### src/rtl/multicycle_controller_pkg.sv
// Shared definitions for the multicycle ARM-subset controller: FSM state
// encoding, ALU operation codes, instruction field constants, flag layout.
package multicycle_controller_pkg;

    // Default width of the ALUControl output (2 = ADD/SUB/AND/ORR, 3 adds EOR)
    localparam int ALUCTRL_W_DEFAULT = 2;

    // One state per instruction phase
    typedef enum logic [3:0] {
        S_FETCH  = 4'd0,
        S_DECODE = 4'd1,
        S_MEMADR = 4'd2,
        S_MEMRD  = 4'd3,
        S_MEMWB  = 4'd4,
        S_MEMWR  = 4'd5,
        S_EXECR  = 4'd6,
        S_EXECI  = 4'd7,
        S_ALUWB  = 4'd8,
        S_BRANCH = 4'd9
    } state_e;

    // ALU operation encodings as seen on ALUControl
    localparam logic [2:0] ALU_ADD = 3'd0;
    localparam logic [2:0] ALU_SUB = 3'd1;
    localparam logic [2:0] ALU_AND = 3'd2;
    localparam logic [2:0] ALU_ORR = 3'd3;
    localparam logic [2:0] ALU_EOR = 3'd4;

    // Op field values
    localparam logic [1:0] OP_DP  = 2'b00;
    localparam logic [1:0] OP_MEM = 2'b01;
    localparam logic [1:0] OP_BR  = 2'b10;
    localparam logic [1:0] OP_NOP = 2'b11;

    // Data-processing command field values (Funct[4:1])
    localparam logic [3:0] CMD_AND = 4'b0000;
    localparam logic [3:0] CMD_EOR = 4'b0001;
    localparam logic [3:0] CMD_SUB = 4'b0010;
    localparam logic [3:0] CMD_ADD = 4'b0100;
    localparam logic [3:0] CMD_CMP = 4'b1010;
    localparam logic [3:0] CMD_ORR = 4'b1100;

    // Condition codes
    localparam logic [3:0] COND_EQ = 4'b0000;
    localparam logic [3:0] COND_NE = 4'b0001;
    localparam logic [3:0] COND_CS = 4'b0010;
    localparam logic [3:0] COND_CC = 4'b0011;
    localparam logic [3:0] COND_MI = 4'b0100;
    localparam logic [3:0] COND_PL = 4'b0101;
    localparam logic [3:0] COND_VS = 4'b0110;
    localparam logic [3:0] COND_VC = 4'b0111;
    localparam logic [3:0] COND_HI = 4'b1000;
    localparam logic [3:0] COND_LS = 4'b1001;
    localparam logic [3:0] COND_GE = 4'b1010;
    localparam logic [3:0] COND_LT = 4'b1011;
    localparam logic [3:0] COND_GT = 4'b1100;
    localparam logic [3:0] COND_LE = 4'b1101;
    localparam logic [3:0] COND_AL = 4'b1110;
    localparam logic [3:0] COND_NV = 4'b1111;

    // Architectural flags, same bit order as the ALUFlags input {N,Z,C,V}
    typedef struct packed {
        logic n;
        logic z;
        logic c;
        logic v;
    } flags_t;

    // Logical operations only ever update N and Z
    function automatic logic alu_is_logical(input logic [2:0] alu_op);
        logic is_logical;
        case (alu_op)
            ALU_AND: is_logical = 1'b1;
            ALU_ORR: is_logical = 1'b1;
            ALU_EOR: is_logical = 1'b1;
            default: is_logical = 1'b0;
        endcase
        return is_logical;
    endfunction

endpackage

### src/rtl/multicycle_controller_cond_check.sv
// Combinational condition-code evaluator: decides whether an instruction with
// the given Cond field executes against the current flags.
module multicycle_controller_cond_check
    import multicycle_controller_pkg::*;
(
    input  logic [3:0] cond,
    input  flags_t     flags,
    output logic       cond_ex
);

    // Evaluate the condition field against N, Z, C, V
    always_comb begin
        cond_ex = 1'b0;
        case (cond)
            COND_EQ: cond_ex = flags.z;
            COND_NE: cond_ex = ~flags.z;
            COND_CS: cond_ex = flags.c;
            COND_CC: cond_ex = ~flags.c;
            COND_MI: cond_ex = flags.n;
            COND_PL: cond_ex = ~flags.n;
            COND_VS: cond_ex = flags.v;
            COND_VC: cond_ex = ~flags.v;
            COND_HI: cond_ex = flags.c & ~flags.z;
            COND_LS: cond_ex = ~flags.c | flags.z;
            COND_GE: cond_ex = (flags.n == flags.v);
            COND_LT: cond_ex = (flags.n != flags.v);
            COND_GT: cond_ex = ~flags.z & (flags.n == flags.v);
            COND_LE: cond_ex = flags.z | (flags.n != flags.v);
            COND_AL: cond_ex = 1'b1;
            COND_NV: cond_ex = 1'b0;
            default: cond_ex = 1'b0;
        endcase
    end

endmodule

### src/rtl/multicycle_controller.sv
// Multicycle ARM-subset controller: Moore FSM sequencing each instruction over
// 3-5 cycles, holding NZCV and gating architectural writes on the condition.
// Optional feature macro: MC_CMP_EN (command 1010 decodes as a compare).
module multicycle_controller
    import multicycle_controller_pkg::*;
#(
    parameter int ALUCTRL_W = ALUCTRL_W_DEFAULT
) (
    input  logic                 clk,
    input  logic                 reset,
    input  logic [19:0]          Instr,
    input  logic [3:0]           ALUFlags,
    output logic                 PCWrite,
    output logic                 AdrSrc,
    output logic                 MemWrite,
    output logic                 IRWrite,
    output logic [1:0]           ResultSrc,
    output logic                 ALUSrcA,
    output logic [1:0]           ALUSrcB,
    output logic [1:0]           ImmSrc,
    output logic [1:0]           RegSrc,
    output logic [ALUCTRL_W-1:0] ALUControl,
    output logic                 RegWrite
);

    // Instruction fields (Instr holds bits [31:12] of the instruction)
    logic [3:0] cond_s;
    logic [1:0] op_s;
    logic [5:0] funct_s;
    logic [3:0] rd_s;
    logic [3:0] cmd_s;
    logic       instr_unused_s;

    assign cond_s         = Instr[19:16];
    assign op_s           = Instr[15:14];
    assign funct_s        = Instr[13:8];
    assign rd_s           = Instr[3:0];
    assign cmd_s          = funct_s[4:1];
    assign instr_unused_s = ^Instr[7:4];

    // State and architectural registers
    state_e state_q, state_d;
    flags_t flags_q, flags_d;
    logic   cond_ex_q, cond_ex_d;
    logic   cond_ex_s;

    // Command decode results
    logic [2:0] alu_op_s;
    logic       cmd_defined_s;
    logic       cmd_writes_s;

    // Raw FSM outputs before reset gating
    logic       pc_write_s;
    logic       adr_src_s;
    logic       mem_write_s;
    logic       ir_write_s;
    logic [1:0] result_src_s;
    logic       alu_src_a_s;
    logic [1:0] alu_src_b_s;
    logic [2:0] alu_sel_s;
    logic       reg_write_s;

    multicycle_controller_cond_check u_cond_check (
        .cond    (cond_s),
        .flags   (flags_q),
        .cond_ex (cond_ex_s)
    );

    // Decode the data-processing command into an ALU operation; undefined
    // commands fall back to ADD and are barred from any architectural write
    always_comb begin
        alu_op_s      = ALU_ADD;
        cmd_defined_s = 1'b0;
        cmd_writes_s  = 1'b0;
        case (cmd_s)
            CMD_ADD: begin
                alu_op_s      = ALU_ADD;
                cmd_defined_s = 1'b1;
                cmd_writes_s  = 1'b1;
            end
            CMD_SUB: begin
                alu_op_s      = ALU_SUB;
                cmd_defined_s = 1'b1;
                cmd_writes_s  = 1'b1;
            end
            CMD_AND: begin
                alu_op_s      = ALU_AND;
                cmd_defined_s = 1'b1;
                cmd_writes_s  = 1'b1;
            end
            CMD_ORR: begin
                alu_op_s      = ALU_ORR;
                cmd_defined_s = 1'b1;
                cmd_writes_s  = 1'b1;
            end
            CMD_EOR: begin
                if (ALUCTRL_W >= 3) begin
                    alu_op_s      = ALU_EOR;
                    cmd_defined_s = 1'b1;
                    cmd_writes_s  = 1'b1;
                end else begin
                    alu_op_s      = ALU_ADD;
                    cmd_defined_s = 1'b0;
                    cmd_writes_s  = 1'b0;
                end
            end
`ifdef MC_CMP_EN
            CMD_CMP: begin
                // Compare: subtract for flags only, never writes a result
                alu_op_s      = ALU_SUB;
                cmd_defined_s = 1'b1;
                cmd_writes_s  = 1'b0;
            end
`else
`endif
            default: begin
                alu_op_s      = ALU_ADD;
                cmd_defined_s = 1'b0;
                cmd_writes_s  = 1'b0;
            end
        endcase
    end

    // Next-state, Moore outputs and next values of cond_ex/flags
    always_comb begin
        state_d      = state_q;
        cond_ex_d    = cond_ex_q;
        flags_d      = flags_q;
        pc_write_s   = 1'b0;
        adr_src_s    = 1'b0;
        mem_write_s  = 1'b0;
        ir_write_s   = 1'b0;
        result_src_s = 2'b00;
        alu_src_a_s  = 1'b0;
        alu_src_b_s  = 2'b00;
        alu_sel_s    = ALU_ADD;
        reg_write_s  = 1'b0;
        case (state_q)
            S_FETCH: begin
                ir_write_s   = 1'b1;
                pc_write_s   = 1'b1;
                alu_src_a_s  = 1'b1;
                alu_src_b_s  = 2'b10;
                result_src_s = 2'b10;
                alu_sel_s    = ALU_ADD;
                state_d      = S_DECODE;
            end
            S_DECODE: begin
                alu_src_a_s  = 1'b1;
                alu_src_b_s  = 2'b10;
                result_src_s = 2'b10;
                alu_sel_s    = ALU_ADD;
                // Condition is frozen here so EXEC flag updates cannot
                // influence this instruction's own writeback
                cond_ex_d    = cond_ex_s;
                case (op_s)
                    OP_MEM: state_d = S_MEMADR;
                    OP_DP: begin
                        if (funct_s[5]) begin
                            state_d = S_EXECI;
                        end else begin
                            state_d = S_EXECR;
                        end
                    end
                    OP_BR:  state_d = S_BRANCH;
                    OP_NOP: state_d = S_FETCH;
                    default: state_d = S_FETCH;
                endcase
            end
            S_MEMADR: begin
                alu_src_b_s = 2'b01;
                alu_sel_s   = ALU_ADD;
                if (funct_s[0]) begin
                    state_d = S_MEMRD;
                end else begin
                    state_d = S_MEMWR;
                end
            end
            S_MEMRD: begin
                adr_src_s = 1'b1;
                state_d   = S_MEMWB;
            end
            S_MEMWB: begin
                result_src_s = 2'b01;
                reg_write_s  = cond_ex_q;
                pc_write_s   = (rd_s == 4'd15) & cond_ex_q;
                state_d      = S_FETCH;
            end
            S_MEMWR: begin
                adr_src_s   = 1'b1;
                mem_write_s = cond_ex_q;
                state_d     = S_FETCH;
            end
            S_EXECR, S_EXECI: begin
                if (state_q == S_EXECI) begin
                    alu_src_b_s = 2'b01;
                end else begin
                    alu_src_b_s = 2'b00;
                end
                alu_sel_s = alu_op_s;
                if (funct_s[0] && cond_ex_q && cmd_defined_s) begin
                    flags_d.n = ALUFlags[3];
                    flags_d.z = ALUFlags[2];
                    if (alu_is_logical(alu_op_s)) begin
                        flags_d.c = flags_q.c;
                        flags_d.v = flags_q.v;
                    end else begin
                        flags_d.c = ALUFlags[1];
                        flags_d.v = ALUFlags[0];
                    end
                end else begin
                    flags_d = flags_q;
                end
                state_d = S_ALUWB;
            end
            S_ALUWB: begin
                reg_write_s = cond_ex_q & cmd_writes_s;
                pc_write_s  = (rd_s == 4'd15) & cond_ex_q & cmd_writes_s;
                state_d     = S_FETCH;
            end
            S_BRANCH: begin
                alu_src_b_s  = 2'b01;
                result_src_s = 2'b10;
                alu_sel_s    = ALU_ADD;
                pc_write_s   = cond_ex_q;
                state_d      = S_FETCH;
            end
            default: begin
                state_d = S_FETCH;
            end
        endcase
    end

    // Output stage: while in reset, suppress all writes and show FETCH selects
    always_comb begin
        if (reset) begin
            PCWrite    = 1'b0;
            AdrSrc     = 1'b0;
            MemWrite   = 1'b0;
            IRWrite    = 1'b0;
            ResultSrc  = 2'b10;
            ALUSrcA    = 1'b1;
            ALUSrcB    = 2'b10;
            ALUControl = ALUCTRL_W'(ALU_ADD);
            RegWrite   = 1'b0;
        end else begin
            PCWrite    = pc_write_s;
            AdrSrc     = adr_src_s;
            MemWrite   = mem_write_s;
            IRWrite    = ir_write_s;
            ResultSrc  = result_src_s;
            ALUSrcA    = alu_src_a_s;
            ALUSrcB    = alu_src_b_s;
            ALUControl = ALUCTRL_W'(alu_sel_s);
            RegWrite   = reg_write_s;
        end
    end

    // Immediate and register-source selects depend only on the instruction
    always_comb begin
        ImmSrc = op_s;
        RegSrc = {(op_s == OP_MEM), (op_s == OP_BR)};
    end

    // State, flags and registered condition with synchronous reset
    always_ff @(posedge clk) begin
        if (reset) begin
            state_q   <= S_FETCH;
            flags_q   <= flags_t'(4'b0000);
            cond_ex_q <= 1'b0;
        end else begin
            state_q   <= state_d;
            flags_q   <= flags_d;
            cond_ex_q <= cond_ex_d;
        end
    end

endmodule

### config.mk
export PLATFORM = sky130hd
export DESIGN_NAME = multicycle_controller
export DESIGN_NICKNAME = d
export VERILOG_FILES = /design/src/rtl/multicycle_controller_pkg.sv /design/src/rtl/multicycle_controller_cond_check.sv /design/src/rtl/multicycle_controller.sv
export SDC_FILE = /design/constraint.sdc
export NUM_CORES = 1
export LEC_CHECK = 0
export BUFFER_PORTS_ARGS = -buffer_cell sky130_fd_sc_hd__buf_2
export CAP_MARGIN = 20
export CORE_UTILIZATION = 48
export CTS_CLUSTER_SIZE = 14
export DETAILED_ROUTE_END_ITERATION = 7
export GPL_TIMING_DRIVEN = 0
export PLACE_DENSITY = 0.89
export REMOVE_ABC_BUFFERS = 1
export SLEW_MARGIN = 25
export SYNTH_ARGS = -nofsm -noshare
export SYNTH_HDL_FRONTEND = slang
export SYNTH_HIERARCHICAL = 1
export SYNTH_SLANG_ARGS = --single-unit
### constraint.sdc
create_clock -name clk -period 4.4 [get_ports clk]
set_input_delay 0.22 -clock clk [delete_from_list [all_inputs] [get_ports clk]]
set_output_delay 0.22 -clock clk [all_outputs]
set_load 0.02 [all_outputs]
==> results_dict.tcl <==
set metrics [dict create \
    status "finished, violations left" \
    violations "DRC" \
    grt_setup_unrepaired "no" \
    slowest_delay_ns 0.62 \
    core-area_um2 1577 \
    drt-initial-drc-count 18 \
    cts_buffer_depth 2 \
    use_met3 0.03750 \
    die_x_um 43.82 \
    async_flop_share 0 \
    final_util 0.6460 \
    min_to "flags_q[1]" \
    cp-start-kind "flop" \
    h-tree-depth 1 \
    drv_slew 0 \
    ys_warn_count 6 \
    die_h_um 43.82 \
    cpMaxStageDelayCell "dfxtp_1" \
    synth_seq_area_share 0.2146 \
    dr.pass1.iters 6 \
    cts.repair.resized 0 \
    crit_type "reg -> out" \
    hold_viol 0 \
    end_kind "primary output" \
    via_per_inst 5.627 \
    slew_headroom 0.6783 \
    num_vias 906 \
    pin_count 42 \
    clk_pin_slew_ns 0.06 \
    synth-seq-cells 9 \
    wire_per_inst_um 11.58 \
    syn_inst 114 \
    synth_edf_count 0 \
    synth_top_area_frac 0.2146 \
    reg2reg_from "flags_q[0]" \
    cts_hold_repair.buffers 0 \
    fin_crit_sh 0.4903 \
    vdd_drop_max_v 0.0002258 \
    grt_first_pass_wirelength_um 3153 \
    initial_core_util 0.5325 \
    cap_violations 0 \
    n_antenna_cell 0 \
    placementRows 14 \
    cts_buffers 3 \
    cts.sinks 9 \
    clock-root-buffer "clkbuf_4" \
    yosys-top-cells-area "dfxtp_1, nor2_1, mux2i_1" \
    min_period_ns 2.157 \
    min_path_cells 3 \
    use_met2 0.3672 \
    grt_use_met1 0.2690 \
    grt-ovfl-total 0 \
    postCtsSetupRepairBufs 0 \
    drcViolationCount 2 \
    io_buffers 37 \
    p_total_uw 220.7 \
    crit_path_max_fanout 14 \
    track_usage 0.2148 \
    p_per_area_nw_per_um2 216.7 \
    dp_hpwl_um 1468 \
    ant_nets 0 \
    timing.rr.end "cond_ex_q" \
    final_nets 172 \
    cp_cell_sequence "or3b_2 -> nor3b_1 -> a21oi_1 -> o21ai_1 -> buf_2" \
    crit_start "state_q[2]" \
    avgSynthCellArea_um2 7.365 \
    synth_area_um2 839.6 \
    tritoncts "yes" \
    dieArea_um2 1920 \
    grt_pass1_vias 782 \
    final-setup-viol-count 0 \
    antenna_found_initial 0 \
    grt_busiest_layer "met2" \
    reg2regPathDepth 7 \
    required_ns 4.18 \
    hold_start "ALUFlags[1]" \
    yosysUniqueCellTypes 36 \
    worstMarginPinSlew_ns 0.4818 \
    grt_max_degree 16 \
    hold_path.class "in -> reg" \
    insertion_delay_ns 0.26 \
    synth.most_common_cell "nor2_1" \
    area_delta_synth_final_pct 21.31 \
    ys.flop_type "dfxtp_1" \
    p_leak_nw 0.4474 \
    tns_ns 0 \
    rrSetupSlack_ns 2.74 \
    synth_area_leader_cell "dfxtp_1" \
    timing.fmax_mhz 463.5 \
    post_route_cells_drive_above_1_share 0.3241 \
    fin_skew_ns 0.005883 \
    gp_congestion 0.7540 \
    cp.arrival_ns 1.94 \
    wirelength_um 1865 \
    synthTopCellsByCount "nor2_1, dfxtp_1, a21oi_1" \
]
## worst max-delay path, delay by kind of cell, from the launching register on
kind | cells | cell delay (ns)
AOI/OAI and AO/OA | 2 | 0.20
and+or+nand+nor | 2 | 0.69
DFF | 1 | 0.62
buffers and inverters | 1 | 0.17
## worst max-delay path by stage
stage          cells after the start  slack [ns]      end
6_report                           5        2.24  PCWrite
3_3_place_gp                       5        2.53  PCWrite
3_5_place_dp                       5        2.52  PCWrite
2_1_floorplan                      4        2.59  PCWrite
5_1_grt                            5        2.08  PCWrite
4_1_cts                            5        2.23  PCWrite
## state kept, by name, summed over array words and instances, names as in the netlist
| name | cells |
|---|---|
| state_q | 4 |
| cond_ex_q | 1 |
| flags_q | 4 |
## cell type report
class                           count  area (um2)
Fill cell                         146       558.0
Timing Repair Buffer               37       185.2
Clock buffer                        4       26.28
Sequential cell                     9       180.2
Inverter                            2       7.507
Multi-Input combinational cell     93       599.3
Tap cell                           16       20.02
## metal layers
metal | up-vias | part of all wire
met5 | - | 0
met2 | 33 | 0.51
met4 | 0 | 0
met3 | 0 | 0.066
met1 | 407 | 0.42
li1 | 466 | -
## logic make-up (layout without fill, tap and decap cells)
logic type / count (synthesis) / after routing / share of synthesized area
AO/OA/AOI/OAI: 24 / 24 / 0.1878
multiplexers: 6 / 6 / 0.07749
buffers and inverters: 12 / 43 / 0.07154
flip-flops: 9 / 9 / 0.2146
AND/OR/NAND/NOR: 56 / 56 / 0.3756
XOR/XNOR: 7 / 7 / 0.07303
## cells in the final DEF (no fill, tap or decap), types with 3 or more instances in the layout
| cell type | instances |
|---|---|
| o21ai_0 | 5 |
| dfxtp_1 | 9 |
| nand2b_1 | 3 |
| clkbuf_4 | 3 |
| nor3_1 | 6 |
| nand2_1 | 4 |
| xor2_1 | 4 |
| mux2i_1 | 5 |
| nor2_1 | 20 |
| a21oi_1 | 8 |
| xnor2_1 | 3 |
| nor2b_1 | 7 |
| buf_2 | 37 |
## through the flow
step / setup WS, ns / area, um2 / std cells / hold slack, ns
2_1_floorplan: 2.587 / 787.0 / 104 / 0.2891
3_3_place_gp: 2.533 / 992.2 / 157 / 0.4533
3_5_place_dp: 2.517 / 992.2 / 157 / 0.4736
4_1_cts: 2.234 / 1018 / 161 / 0.2036
5_1_grt: 2.084 / 1018 / 161 / 0.2046
6_report: 2.243 / 1018 / 161 / 0.2007
## where the power goes
part | internal, mW | switching, mW | total (mW)
Sequential | 0.0846 | 0.00847 | 0.0931
Clock | 0.0348 | 0.0267 | 0.0615
Combinational | 0.0293 | 0.0368 | 0.0661
Power figures use the tool's default switching activity.
